$ cat config.mk
export PLATFORM = sky130hd
export DESIGN_NAME = bit_adder_unit
export DESIGN_NICKNAME = d
export VERILOG_FILES = /design/src/rtl/bit_adder_unit.sv
export SDC_FILE = /design/constraint.sdc
export NUM_CORES = 1
export LEC_CHECK = 0
export BUFFER_PORTS_ARGS = -buffer_cell sky130_fd_sc_hd__buf_2
export CELL_PAD_IN_SITES_DETAIL_PLACEMENT = 1
export CELL_PAD_IN_SITES_GLOBAL_PLACEMENT = 2
export CORE_MARGIN = 3
export CORE_UTILIZATION = 27
export DETAILED_ROUTE_END_ITERATION = 7
export PLACE_DENSITY_LB_ADDON = 0.1
export SLEW_MARGIN = 20
export SYNTH_ARGS = -nofsm -noshare
export SYNTH_HDL_FRONTEND = slang
export SYNTH_SLANG_ARGS = --single-unit
$ cat constraint.sdc
create_clock -name clk -period 2 [get_ports clk]
set_input_delay 0.3 -clock clk [delete_from_list [all_inputs] [get_ports clk]]
set_output_delay 0.3 -clock clk [all_outputs]
set_load 0.05 [all_outputs]
$ cat src/rtl/bit_adder_unit.sv
// Single-bit adder with optional output register and a saturating carry-event counter.
// Sum and carry are combinational by default; carry_cnt counts clock edges with a&b set.
module bit_adder_unit #(
    parameter bit          REG_OUT = 1'b0,
    parameter int unsigned CNT_W   = 8
) (
    input  logic             clk,
    input  logic             rst,
    input  logic             a,
    input  logic             b,
    output logic             c,
    output logic             co,
    output logic [CNT_W-1:0] carry_cnt
);

    localparam logic [CNT_W-1:0] CNT_MAX = '1;

    logic sum;
    logic carry;

    assign sum   = a ^ b;
    assign carry = a & b;

    generate
        if (REG_OUT) begin : g_reg
            logic c_q;
            logic co_q;

            always_ff @(posedge clk) begin
                if (rst) begin
                    c_q  <= 1'b0;
                    co_q <= 1'b0;
                end else begin
                    c_q  <= sum;
                    co_q <= carry;
                end
            end

            assign c  = c_q;
            assign co = co_q;
        end else begin : g_comb
            assign c  = sum;
            assign co = carry;
        end
    endgenerate

    // Saturate rather than wrap so long characterisation runs stay meaningful.
    always_ff @(posedge clk) begin
        if (rst) begin
            carry_cnt <= '0;
        end else if (carry && (carry_cnt != CNT_MAX)) begin
            carry_cnt <= carry_cnt + CNT_W'(1);
        end
    end

endmodule

Word-level counts from Yosys, hierarchy flattened
Index checks and enable logic that the tools add are counted.
{"block": "classes", "n_addsub": 1, "eq_ne": 1, "n_bitwise": 2, "n_reduce_logical": 1}
{"cell": "$add 8x1->8 const B", "count": 1}
{"cell": "$ne 8x8->1 const B", "count": 1}
{"cell": "$and 1x1->1", "count": 1}
{"cell": "$logic_and 1x1->1", "count": 1}
{"cell": "$xor 1x1->1", "count": 1}
{"block": "totals", "reg_bits": 8, "output_inout_bits": 10, "wordCells": 6}

Logic depth before layout (Yosys ltp)
{"block": "logic_depth", "word_depth": 2, "mapped_depth": 4, "ltp_nobuf": 4}

Worst setup path before layout
No wires, ideal clock.
{"block": "synth_path", "path_type": "input-to-reg", "from": "in a", "to": "reg carry_cnt[5]", "setup_ns": 0.121, "t_arrival_ns": 1.592, "slack_ns": 0.286, "stages": 4, "n_path_buf": 0, "path_cell_list": "ha_1 nand4_1 a211oi_2 mux2_4"}
{"block": "synth_between", "elab_chain_len": 2}
{"element": "start: declaration", "line": "9", "rtl": "input logic a,"}
{"element": "$and 1x1->1", "line": "22", "rtl": "assign carry = a & b;"}
{"element": "$logic_and 1x1->1", "line": "51", "rtl": "end else if (carry && (carry_cnt != CNT_MAX)) begin"}
{"element": "end signal: assignment", "line": "52", "rtl": "carry_cnt <= carry_cnt + CNT_W'(1);"}
{"element": "end: declaration", "line": "13", "rtl": "output logic [CNT_W-1:0] carry_cnt"}
No other way between the ends.
A chain may end at the register's enable or synchronous reset.

Final worst setup path
{"block": "layout_path", "from": "reg carry_cnt[0]", "to": "reg carry_cnt[5]"}
{"block": "layout_between", "elab_chain_len": 2, "elab_cells_between_ends": 3, "classes_between": "add/sub: 1; eq/ne: 1; reduce/logical: 1"}
{"element": "parallel branches: the longest is 2 deep, another holds $add 8x1->8"}
Parallel ways; which one is timed is not known.

==> out/results.ini <==
[outcome]
status=finished, final reports clean

[setup_path]
crit_path_end_kind=flip-flop
critPathKind=flip-flop to flip-flop
cp-endpoint=carry_cnt[5]
critPathRequiredTime_ns=2.15
r2r_setup_slack_ns=0.50
worst_ep_arrival_time_ns=1.65
critPathMaxFanout=6
crit_start=carry_cnt[0]
startpoint_type=flip-flop
reg2reg_to=carry_cnt[5]
reg2reg_from=carry_cnt[0]
r2r_cells=4

[layout]
syn_to_final_growth_pct=22.9
final_nets=69
reg.largest.list=carry_cnt x8
diodes=0
seq_area_um2=160
drive_above_1_share_pct=36.1
largest_register_ffs=8
regMostFlops=carry_cnt
fin_cells=77
fill_cells=195
layout_commonest_cell=buf_2
final_util_pct=35.7
final_cell_mix=13 x buf_2, 8 x dfxtp_1, 5 x nor2_1
multi_input_area_um2=283

[global_route]
antenna_found_initial=0
grtUsageTotal_pct=11.8
grt_pass1_wl_um=1770
gr-total-overflow=0
grt_pass1_vias=396
grt_max_degree=12

[logic_synthesis]
ys_types=24
synthCells=46
synth-seq-area-share_pct=35.8
syn_area_um2=448
synthesis.nets=52
synth.avg_cell_area_um2=9.74
ys_warn_count=0
synth_seq_cells=8

[timing]
hold_viol_final=0
setup_tns_ns=0
fin_crit_sh_pct=75.2
worstMarginPinSlew_ns=0.288
period_minus_slack_ns=1.50
slew_headroom_pct=80.8
final.setup.worst_slack_ns=0.497
fmax_mhz=665
grt_setup_unrepaired=false
fin_skew_ns=0.000350
finalSetupViolCount=0
maxSlewViolCount=0

[route]
drtIter0Drc=4
final_antenna_net_count=0
drt_pass1_iterations=4
post_drt_wl_per_cell_um=14.1
routed-wl-met2_um=462
highest_layer=met3
wl_met3_um=84
met1Wirelength_um=535
vias_per_cell=5.48
vias=422
drc=0
routed_wl_um=1080

[placement]
gp_congestion=0.667
placed_cells=74
dp_slack_ns=0.514
port_buffers=13
dp_hpwl_um=811

[floorplan]
dieWidth_um=46.7
start_util_pct=29.1
die_h_um=46.7
io-pin-count=14
core_um2=1540
rows=14
die-area_um2=2180

[clock_tree]
insertion_delay_ns=0.25
numCtsBuffers=3
ctsHtreeMaxLevel=1
postCtsSetupBuffers=0
postCtsResizedCells=0
clk_path_buf_depth=2
cts_tree=done
clock_sinks=8
cts.clk_slew.worst_paths_ns=0.06
cts_root_buffer=clkbuf_4
hold_buffers=0

[job]
maxCapViolCount=0

[power]
power_density_nw_per_um2=615
power.total_mw=0.339
leakage_nw=0.251
peakVddDrop_uv=332

[worst_hold_path]
worstHoldPathType=input pin to flip-flop

-- final cells by class --
class	count	area share [%]
Timing Repair Buffer	13	11.8
Sequential cell	8	29.1
Multi-Input combinational cell	37	51.4
Clock buffer	3	4.09
Tap cell	16	3.64
-- layer usage --
layer	track usage [%]	vias up
li1	-	208
met1	15.8	199
met2	16.8	15
met3	6.90	0
met4	1.66	0
met5	0	-
-- cells in the mapped netlist, drive strengths merged --
master	instances	area share [%]
a21boi	1	2.5
nor2	5	4.2
buf	1	1.1
nand4	1	1.4
ha	2	5.6
a21oi	3	3.4
mux2i	1	2.2
mux2	2	6.7
and2b	1	1.7
a31oi	2	2.8
nand3	1	1.1
a211oi	2	4.5
nor3	2	2.2
nand2	1	0.84
dfxtp	8	36
a311oi	1	2.0
a41o	1	2.2
and3b	1	2.0
nor2b	3	4.2
nand2b	2	2.8
and4	4	8.4
and3	1	2.5
-- through the flow --
step	hold WS, ns	cell area [um2]
global placement	0.529	528
global route	0.362	551
CTS	0.351	551
finish	0.353	551
floorplan	0.555	448
detailed placement	0.537	528
-- worst min-delay path by stage --
stage | startpoint | to | slack (ns) | cells after the start
finish | rst | carry_cnt[7] | 0.35 | 2
global route | rst | carry_cnt[7] | 0.36 | 2
CTS | rst | carry_cnt[7] | 0.35 | 2
detailed placement | carry_cnt[1] | carry_cnt[1] | 0.54 | 2
global placement | carry_cnt[1] | carry_cnt[1] | 0.53 | 2
floorplan | rst | carry_cnt[3] | 0.55 | 2
-- worst max-delay path: stages (launching register included) --
cell	delay [ns]
dfxtp_1	0.35
ha_1	0.26
and4_4	0.23
a211oi_2	0.24
mux2_4	0.31
-- cells by family after synthesis --
| logic type | Yosys count | share of synthesized area (%) |
|---|---|---|
| buf+inv | 1 | 1.12 |
| fa+ha+maj | 2 | 5.59 |
| mux | 3 | 8.94 |
| compound gates | 10 | 17.3 |
| flops | 8 | 35.8 |
| simple gates | 22 | 31.3 |
-- report_power, final --
| group | switching (mW) | internal [mW] | total [mW] | leakage [nW] |
|---|---|---|---|---|
| Clock | 0.0583 | 0.0689 | 0.127 | 0.0138 |
| Sequential | 0.00337 | 0.162 | 0.165 | 0.0647 |
| Combinational | 0.0316 | 0.0147 | 0.0463 | 0.173 |
| Total | 0.0932 | 0.246 | 0.339 | 0.251 |
(Power assumes the default switching activity.)
